<file path="src/rtl/ibex_pkg.sv">
// ibex_pkg: multdiv operator encoding, arbiter state type and operator helpers
package ibex_pkg;

  typedef enum logic [1:0] {
    MD_OP_MULL = 2'b00,
    MD_OP_MULH = 2'b01,
    MD_OP_DIV  = 2'b10,
    MD_OP_REM  = 2'b11
  } md_op_e;

  typedef enum logic [1:0] {
    ARB_IDLE = 2'b00,
    ARB_EXEC = 2'b01,
    ARB_RESP = 2'b10
  } arb_state_e;

  function automatic logic is_div(md_op_e op);
    return op inside {MD_OP_DIV, MD_OP_REM};
  endfunction

endpackage

</file>
<file path="src/rtl/ibex_rr_arbiter.sv">
// ibex_rr_arbiter: combinational round-robin pick, first request at or after i_ptr wins
module ibex_rr_arbiter #(
  parameter int NUM_REQ = 2,
  localparam int IDX_W = $clog2(NUM_REQ)
) (
  input  logic [NUM_REQ-1:0] i_req,
  input  logic [IDX_W-1:0]   i_ptr,
  output logic [NUM_REQ-1:0] o_grant,
  output logic [IDX_W-1:0]   o_idx
);

  // scan from the farthest offset down so the nearest request overwrites last
  always_comb begin
    o_grant = '0;
    o_idx = '0;
    for (int i = NUM_REQ - 1; i >= 0; i--) begin
      logic [IDX_W-1:0] k;
      k = IDX_W'((int'(i_ptr) + i) % NUM_REQ);
      if (i_req[k]) begin
        o_grant = NUM_REQ'(1) << k;
        o_idx = k;
      end
    end
  end

endmodule

</file>
<file path="src/rtl/ibex_multdiv_arbiter.sv">
// ibex_multdiv_arbiter: round-robin sharing of one iterative mult/div unit with result buffering
module ibex_multdiv_arbiter
  import ibex_pkg::*;
#(
  parameter int NUM_REQ = 2,
  parameter int TIMEOUT_CYCLES = 64,
  parameter int CNT_W = 7
) (
  input  logic                 clk_i,
  input  logic                 rst_i,
  input  logic [NUM_REQ-1:0]   req_valid_i,
  output logic [NUM_REQ-1:0]   req_ready_o,
  input  logic [NUM_REQ*2-1:0] req_op_i,
  input  logic [NUM_REQ*2-1:0] req_signed_mode_i,
  input  logic [NUM_REQ*32-1:0] req_op_a_i,
  input  logic [NUM_REQ*32-1:0] req_op_b_i,
  output logic [NUM_REQ-1:0]   rsp_valid_o,
  input  logic [NUM_REQ-1:0]   rsp_ready_i,
  output logic [31:0]          rsp_result_o,
  input  logic                 flush_i,
  output logic                 timeout_o,
  output logic                 busy_o,
  output logic                 md_mult_en_o,
  output logic                 md_div_en_o,
  output logic [1:0]           md_operator_o,
  output logic [1:0]           md_signed_mode_o,
  output logic [31:0]          md_op_a_o,
  output logic [31:0]          md_op_b_o,
  input  logic                 md_valid_i,
  input  logic [31:0]          md_result_i
);

  localparam int IDX_W = $clog2(NUM_REQ);

  arb_state_e       r_state, w_state_nxt;
  logic [IDX_W-1:0] r_grant, r_rr_ptr, w_idx, w_ptr_nxt;
  logic [NUM_REQ-1:0] w_gnt;
  md_op_e           r_op;
  logic [1:0]       r_signed;
  logic [31:0]      r_op_a, r_op_b, r_result;
  logic [CNT_W-1:0] r_cnt;
  logic             w_accept, w_advance, w_timeout, w_capture, w_wd_hit;
  md_op_e           w_op [NUM_REQ];
  logic [1:0]       w_signed [NUM_REQ];
  logic [31:0]      w_a [NUM_REQ];
  logic [31:0]      w_b [NUM_REQ];

  for (genvar r = 0; r < NUM_REQ; r++) begin : g_unpack
    assign w_op[r]     = md_op_e'(req_op_i[2*r +: 2]);
    assign w_signed[r] = req_signed_mode_i[2*r +: 2];
    assign w_a[r]      = req_op_a_i[32*r +: 32];
    assign w_b[r]      = req_op_b_i[32*r +: 32];
  end

  ibex_rr_arbiter #(.NUM_REQ(NUM_REQ)) u_rr (
    .i_req   (req_valid_i),
    .i_ptr   (r_rr_ptr),
    .o_grant (w_gnt),
    .o_idx   (w_idx)
  );

  assign w_wd_hit  = (TIMEOUT_CYCLES != 0) && (r_cnt == CNT_W'(TIMEOUT_CYCLES - 1));
  assign w_ptr_nxt = (r_grant == IDX_W'(NUM_REQ - 1)) ? '0 : r_grant + IDX_W'(1);
  assign w_capture = (r_state == ARB_EXEC) && !flush_i && md_valid_i;

  // flush outranks a same-cycle unit result; a same-cycle result outranks the watchdog
  always_comb begin
    w_state_nxt = r_state;
    w_accept = 1'b0;
    w_advance = 1'b0;
    w_timeout = 1'b0;
    case (r_state)
      ARB_IDLE: begin
        w_accept = !flush_i && |req_valid_i;
        w_state_nxt = w_accept ? ARB_EXEC : ARB_IDLE;
      end
      ARB_EXEC: begin
        if (flush_i) begin
          w_state_nxt = ARB_IDLE;
          w_advance = 1'b1;
        end else if (md_valid_i) begin
          w_state_nxt = ARB_RESP;
        end else if (w_wd_hit) begin
          w_state_nxt = ARB_IDLE;
          w_advance = 1'b1;
          w_timeout = 1'b1;
        end
      end
      ARB_RESP: begin
        w_advance = flush_i || rsp_ready_i[r_grant];
        w_state_nxt = w_advance ? ARB_IDLE : ARB_RESP;
      end
      default: w_state_nxt = ARB_IDLE;
    endcase
  end

  always_ff @(posedge clk_i) begin
    if (rst_i) r_state <= ARB_IDLE;
    else r_state <= w_state_nxt;
  end

  always_ff @(posedge clk_i) begin
    if (rst_i) begin
      r_grant <= '0;
      r_rr_ptr <= '0;
      r_op <= MD_OP_MULL;
      r_signed <= '0;
      r_op_a <= '0;
      r_op_b <= '0;
      r_result <= '0;
      r_cnt <= '0;
    end else begin
      if (w_accept) begin
        r_grant <= w_idx;
        r_op <= w_op[w_idx];
        r_signed <= w_signed[w_idx];
        r_op_a <= w_a[w_idx];
        r_op_b <= w_b[w_idx];
        r_cnt <= '0;
      end else if (r_state == ARB_EXEC) begin
        r_cnt <= r_cnt + CNT_W'(1);
      end
      if (w_capture) r_result <= md_result_i;
      if (w_advance) r_rr_ptr <= w_ptr_nxt;
    end
  end

  assign req_ready_o      = w_accept ? w_gnt : '0;
  assign rsp_valid_o      = (r_state == ARB_RESP) ? NUM_REQ'(1) << r_grant : '0;
  assign rsp_result_o     = r_result;
  assign timeout_o        = w_timeout;
  assign busy_o           = r_state != ARB_IDLE;
  assign md_mult_en_o     = (r_state == ARB_EXEC) && !is_div(r_op);
  assign md_div_en_o      = (r_state == ARB_EXEC) && is_div(r_op);
  assign md_operator_o    = r_op;
  assign md_signed_mode_o = r_signed;
  assign md_op_a_o        = r_op_a;
  assign md_op_b_o        = r_op_b;

endmodule

</file>
<file path="config.mk">
export PLATFORM = sky130hd
export DESIGN_NAME = ibex_multdiv_arbiter
export DESIGN_NICKNAME = d
export VERILOG_FILES = /design/src/rtl/ibex_pkg.sv /design/src/rtl/ibex_rr_arbiter.sv /design/src/rtl/ibex_multdiv_arbiter.sv
export SDC_FILE = /design/constraint.sdc
export NUM_CORES = 1
export LEC_CHECK = 0
export CAP_MARGIN = 30
export CORE_ASPECT_RATIO = 0.8
export CORE_UTILIZATION = 39
export CTS_CLUSTER_DIAMETER = 120
export DETAILED_ROUTE_END_ITERATION = 7
export PLACE_DENSITY = 0.88
export RECOVER_POWER = 25
export SYNTH_ARGS = -nofsm -noshare
export SYNTH_HDL_FRONTEND = slang
export SYNTH_SLANG_ARGS = --single-unit
</file>
<file path="constraint.sdc">
create_clock -name clk_i -period 2 [get_ports clk_i]
set_input_delay 0.5 -clock clk_i [delete_from_list [all_inputs] [get_ports clk_i]]
set_output_delay 0.5 -clock clk_i [all_outputs]
set_load 0.1 [all_outputs]
</file>
==> results of run 1 <==
power groups by stage:
stage | Clock [mW] | Sequential (mW) | Combinational (mW)
finish | 1.97 | 2.43 | 2.21
global placement | 0 | 2.49 | 2.25
global route | 2.12 | 2.45 | 2.31
detailed placement | 0 | 2.49 | 2.28
CTS | 2.03 | 2.44 | 2.30
floorplan | 0 | 3.45 | 0.574
logic make-up (layout without fill, tap and decap cells):
| kind of cell | Yosys count | count (layout) | share of synthesized area |
|---|---|---|---|
| muxes | 71 | 71 | 0.142 |
| adders and majority gates | 5 | 5 | 0.0125 |
| AOI/OAI and AO/OA | 111 | 111 | 0.173 |
| DFF | 111 | 111 | 0.443 |
| buffers and inverters | 49 | 333 | 0.0728 |
| and+or+nand+nor | 169 | 169 | 0.147 |
| xor gates and xnor gates | 6 | 6 | 0.0105 |
through the flow:
stage / setup TNS [ns] / hold WS, ns / util / cells / total power [mW]
after floorplan: -0.352 / 0.500 / - / 522 / 4.03
after global placement: -6.35 / 0.443 / 0.647 / 953 / 4.73
after detailed placement: -9.16 / 0.448 / 0.647 / 953 / 4.77
after CTS: -0.0415 / 0.459 / 0.681 / 976 / 6.77
after global routing: -0.0470 / 0.477 / 0.663 / 977 / 6.88
final: 0 / 0.456 / 0.663 / 977 / 6.62
worst max-delay path: stages (launching register included):
cell,delay [ns]
dfxtp_4,0.38
ha_4,0.16
nand2b_4,0.07
nor4_4,0.30
buf_12,0.21
cells in the mapped netlist, types with 2 or more instances:
cell type	instances	area, um2
inv_1	5	18.8
mux2i_1	71	711
nor2b_1	3	18.8
xor2_1	3	26.3
a21oi_1	32	160
clkbuf_1	12	45.0
o21ai_1	2	10.0
dfxtp_1	111	2220
a211oi_1	45	338
a211oi_2	25	313
xnor2_1	3	26.3
buf_1	2	7.51
nand2_1	67	251
buf_6	6	67.6
and2_1	2	12.5
buf_2	13	65.1
nand4_1	3	18.8
ha_1	5	62.6
nor4_1	2	12.5
nor2_1	77	289
buf_4	3	22.5
nor3_2	7	70.1
buf_12	6	120
o21ai_0	3	15.0
nand2b_1	2	12.5
registers in the layout (all words and copies together), names as in the netlist:
register	flops
md_op_a_o	32
md_op_b_o	32
rsp_result_o	32
r_cnt	7
md_operator_o	2
md_signed_mode_o	2
r_state	2
r_grant	1
r_rr_ptr	1
cell type report:
cell class | instances | area [um2] | share of cell area
repair buffers | 311 | 2820 | 0.345
multi-input cells | 362 | 2550 | 0.311
flip-flops and latches | 111 | 2240 | 0.274
clock buffers | 9 | 225 | 0.0275
well taps | 171 | 214 | 0.0262
clock inverters | 7 | 103 | 0.0125
inverters | 6 | 27.5 | 0.00337
final timing paths:
kind               startpoint  slack (ns)               end
min reg2reg  rsp_result_o[24]        0.46  rsp_result_o[24]
max                  r_cnt[0]        0.02         timeout_o
max reg2reg        r_state[0]        0.13      md_op_b_o[6]
min          rsp_result_o[24]        0.46  rsp_result_o[24]
metal layers:
metal  share of wire  vias to the layer above  GRT usage
li1                -                     2372          -
met1            0.39                     2221      0.229
met2            0.52                      167      0.409
met3           0.079                       18     0.0684
met4           0.013                        0     0.0597
met5               0                        -          0
what timing repair did:
action / 4_1_cts / 5_1_grt
buffers inserted: 7 / 1
resized for setup: 14 / 13
pin swaps: 5 / 4
endpoints found under the setup margin: 3 / 9
==> flow_metrics.py, run 1 <==
metrics = {
    "status": {
        "outcome": "completed",
    },
    "timing": {
        "hold_viol_final": 0,
        "final-max-slew-violation-count": 0,
        "maxSlewHeadroom": 0.610,
        "rsz0062_at_grt": "true",
        "fin_worst_skew_ns": 0.00897,
        "timing.final.crit_share": 0.990,
        "finalWorstSetupSlack_ns": 0.0192,
        "fmax_mhz": 505,
        "worst_pin_slew_ns": 0.588,
        "setup_viol": 0,
        "fin_crit_ns": 1.98,
    },
    "clock_network": {
        "clk_pin_slew_ns": 0.08,
        "clk_latency_ns": 0.35,
        "clkSinkCount": 111,
        "cts_tree": "yes",
        "clockBufferDepth": 2,
        "cts_root_buffer": "clkbuf_16",
        "numCtsBuffers": 9,
        "cts-hold-fix-buffers": 0,
        "cts_max_level": 3,
    },
    "critical_path": {
        "worstSetupPathType": "register to output port",
        "crit_fanout": 3,
        "critical_path_arrival_ns": 1.48,
        "critPathRequiredTime_ns": 1.50,
        "ff2ff_path_depth": 9,
        "start_kind": "register",
        "worstSetupEndpointType": "output port",
    },
    "die": {
        "pin_count": 284,
        "chipHeight_um": 103,
        "core_um2": 12300,
        "die_w_um": 129,
        "die-area_um2": 13300,
        "row_count": 36,
        "start_util": 0.407,
    },
    "hold_path": {
        "hold_class": "register to register",
        "hold_depth": 2,
    },
    "placed_design": {
        "hpwl_mm": 11.1,
        "io_buffer_count": 283,
        "dp_slack_ns": -0.195,
        "post_dp_cell_area_um2": 7990,
        "place.gp.congestion": 0.789,
    },
    "global_routing": {
        "grt_pass1_vias": 4661,
        "track_usage": 0.215,
        "grt_pass1_wl_mm": 22.4,
        "antenna_found_initial": 0,
        "grt_overflow_total": 0,
        "grt_max_degree": 62,
    },
    "finish": {
        "area_growth_pct": 62.9,
        "final_cell_mix": "clkdlybuf4s50_1, dfxtp_1, nor2_1",
        "num_antenna_cells": 0,
        "nets": 982,
        "drive_gt1_frac": 0.261,
        "final_common_cell": "clkdlybuf4s50_1",
        "postLayoutCellArea_um2": 8180,
        "nFillCells": 990,
    },
    "power": {
        "power.internal_mw": 4.17,
        "pwr-share-seq": 0.368,
        "swShare": 0.369,
        "ir_worst_vdd_uv": 543,
        "clkPwrFrac": 0.298,
        "power.density_nw_per_um2": 809,
        "total_leakage_power_nw": 3.51,
        "power.switching_mw": 2.44,
        "p_comb_frac": 0.334,
    },
    "synth": {
        "synth.avg_cell_area_um2": 9.62,
        "synth_edf_count": 0,
        "ys_seq_area_frac": 0.443,
        "synth.distinct_cells": 37,
        "syn_area_um2": 5020,
        "async_reset_ff_frac": 0,
        "synth.net_count": 703,
        "synthFlopType": "dfxtp_1",
        "ys_ff_latch": 111,
        "syn_inst": 522,
        "yosys_warnings": 0,
    },
    "detailed_routing": {
        "drc": 0,
        "drt_iter0_markers": 90,
        "wl_per_cell_um": 15.1,
        "vias": 4778,
        "antenna_left": 0,
        "dr.pass1.iters": 4,
        "drt_wl_total_mm": 14.8,
        "viasPerCell": 4.89,
    },
    "job": {
        "cap_violations": 0,
    },
}
Power figures use the tool's default switching activity.
==> inputs of run 2 (changes only) <==
--- a/config.mk
+++ b/config.mk
@@ -10,7 +10,7 @@
 export CORE_UTILIZATION = 39
 export CTS_CLUSTER_DIAMETER = 120
 export DETAILED_ROUTE_END_ITERATION = 7
-export PLACE_DENSITY = 0.88
+export PLACE_DENSITY = 0.82
 export RECOVER_POWER = 25
 export SYNTH_ARGS = -nofsm -noshare
 export SYNTH_HDL_FRONTEND = slang
==> constraint.sdc (replaced) <==
create_clock -name clk_i -period 2 [get_ports clk_i]
set_input_delay 0.5 -clock clk_i [delete_from_list [all_inputs] [get_ports clk_i]]
set_output_delay 0.5 -clock clk_i [all_outputs]
set_load 0.02 [all_outputs]
==> run 2 against run 1 <==
  * Power down 15%
  * Utilization up 1.2 points
  * Highest routed layer unchanged
  * Combinational power down 36%
  * Global-route usage up 0.080 points
  * Largest power group unchanged
  * Routed wire length up 2.3%
  * Critical path depth unchanged
  * Clock skew up 0.0042 ns
  * Setup slack worse by 0.011 ns
  * Clock power down 11%
==> flow_metrics.py, run 2 (same netlist as run 1, synthesis figures left out) <==
metrics = {
    "timing": {
        "setup_viol": 0,
        "worst_pin_slew_ns": 0.609,
        "fin_crit_ns": 1.99,
        "fin_worst_skew_ns": 0.0132,
        "timing.final.crit_share": 0.996,
        "fmax_mhz": 502,
        "fin_setup_tns_ns": 0,
        "holdWs_ns": 0.455,
        "hold_viol_final": 0,
        "final-max-slew-violation-count": 0,
        "maxSlewHeadroom": 0.594,
        "rsz0062_at_grt": "true",
    },
    "power": {
        "power.switching_mw": 1.54,
        "clkPwrFrac": 0.314,
        "power.density_nw_per_um2": 673,
        "power.internal_mw": 4.06,
        "pwr-share-seq": 0.433,
        "total_leakage_power_nw": 3.33,
        "p_comb_frac": 0.253,
        "ir_worst_vdd_uv": 427,
        "swShare": 0.276,
    },
    "clock_network": {
        "cts_tree": "yes",
        "clk_latency_ns": 0.34,
        "clkSinkCount": 111,
        "cts_root_buffer": "clkbuf_16",
        "clockBufferDepth": 2,
        "numCtsBuffers": 9,
        "clk_pin_slew_ns": 0.07,
        "cts_max_level": 3,
    },
    "global_routing": {
        "antenna_found_initial": 0,
        "grt_max_degree": 44,
        "track_usage": 0.215,
        "grt_pass1_wl_mm": 22.3,
        "grt_pass1_vias": 4760,
        "grt_overflow_total": 0,
    },
    "placed_design": {
        "io_buffer_count": 283,
        "place.gp.congestion": 0.805,
        "placed_cells": 956,
        "hpwl_mm": 11.5,
        "post_dp_cell_area_um2": 8010,
    },
    "detailed_routing": {
        "drc": 0,
        "drt_wl_total_mm": 15.1,
        "wl_per_cell_um": 15.5,
        "drt_iter0_markers": 127,
        "vias": 4777,
        "viasPerCell": 4.90,
        "dr.pass1.iters": 4,
        "antenna_left": 0,
    },
    "critical_path": {
        "worstSetupEndpointType": "output port",
        "critPathRequiredTime_ns": 1.50,
        "worstSetupPathType": "register to output port",
        "start_kind": "register",
        "cp-startpoint": "r_cnt[1]",
        "critical_path_arrival_ns": 1.49,
        "crit_fanout": 3,
        "r2r-start": "r_state[1]",
    },
    "finish": {
        "num_antenna_cells": 0,
        "layout.cells.non_filler": 975,
        "area_growth_pct": 65.9,
        "final_cell_mix": "clkdlybuf4s50_1, dfxtp_1, nor2_1",
        "final_core_util": 0.675,
        "nets": 980,
        "postLayoutCellArea_um2": 8330,
        "final_common_cell": "clkdlybuf4s50_1",
        "nFillCells": 926,
        "drive_gt1_frac": 0.113,
    },
    "die": {
        "pin_count": 284,
        "chipHeight_um": 103,
        "row_count": 36,
        "die-area_um2": 13300,
        "die_w_um": 129,
        "start_util": 0.407,
        "core_um2": 12300,
    },
    "hold_path": {
        "hold_path_startpoint": "rsp_result_o[20]",
        "hold_class": "register to register",
    },
    "job": {
        "cap_violations": 0,
    },
    "status": {
        "outcome": "completed",
    },
}
-- run 2: final timing paths --
kind	to	cells past startpoint	slack [ns]
worst max register to register	rsp_result_o[30]	8	0.11
worst min register to register	rsp_result_o[20]	2	0.46
worst max-delay path	timeout_o	4	0.009
worst min-delay path	rsp_result_o[20]	2	0.46
-- run 2: through the flow --
stage | setup WS (ns) | total power, mW
4_1_cts | -0.0100 | 5.68
2_1_floorplan | 0.169 | 3.17
3_3_place_gp | -0.421 | 3.86
6_report | 0.00872 | 5.60
5_1_grt | -0.0823 | 5.85
3_5_place_dp | -0.435 | 3.91
-- run 2: power groups by stage --
stage / combinational, mW / clock, mW / sequential [mW]
2_1_floorplan: 0.526 / 0 / 2.64
3_3_place_gp: 1.39 / 0 / 2.47
3_5_place_dp: 1.43 / 0 / 2.48
4_1_cts: 1.44 / 1.82 / 2.43
5_1_grt: 1.51 / 1.90 / 2.44
6_report: 1.42 / 1.76 / 2.43
-- run 2: critical path: stages (launching register included) --
cell      delay (ns)
dfxtp_1         0.36
ha_2            0.22
nand2b_1        0.12
nor4_4          0.27
buf_4           0.18
-- run 2: final cells by class --
class	count	area (um2)	share of cell area
tap	171	214	0.0257
clock buffer	12	256	0.0308
sequential	111	2230	0.268
timing repair buffer	309	3090	0.371
inverter	6	22.5	0.00270
multi-input combinational	362	2480	0.298
clock inverter	4	36.3	0.00436
-- run 2: routing by layer --
| layer | routed length [um] | global-route usage | vias to the layer above |
|---|---|---|---|
| li1 | - | - | 2374 |
| met1 | 5660 | 0.211 | 2178 |
| met2 | 7660 | 0.414 | 186 |
| met3 | 1300 | 0.0772 | 39 |
| met4 | 485 | 0.0932 | 0 |
| met5 | 0 | 0 | - |
-- run 2: what timing repair did --
| item | 4_1_cts | 5_1_grt |
|---|---|---|
| setup endpoints to repair | 8 | 22 |
| gates resized for setup | 29 | 11 |
| buffers inserted | 3 | 0 |
| hold buffers | 0 | 0 |
| endpoints found under the hold margin | 0 | 0 |
| pin swaps | 2 | 0 |
| cloned | 0 | 0 |
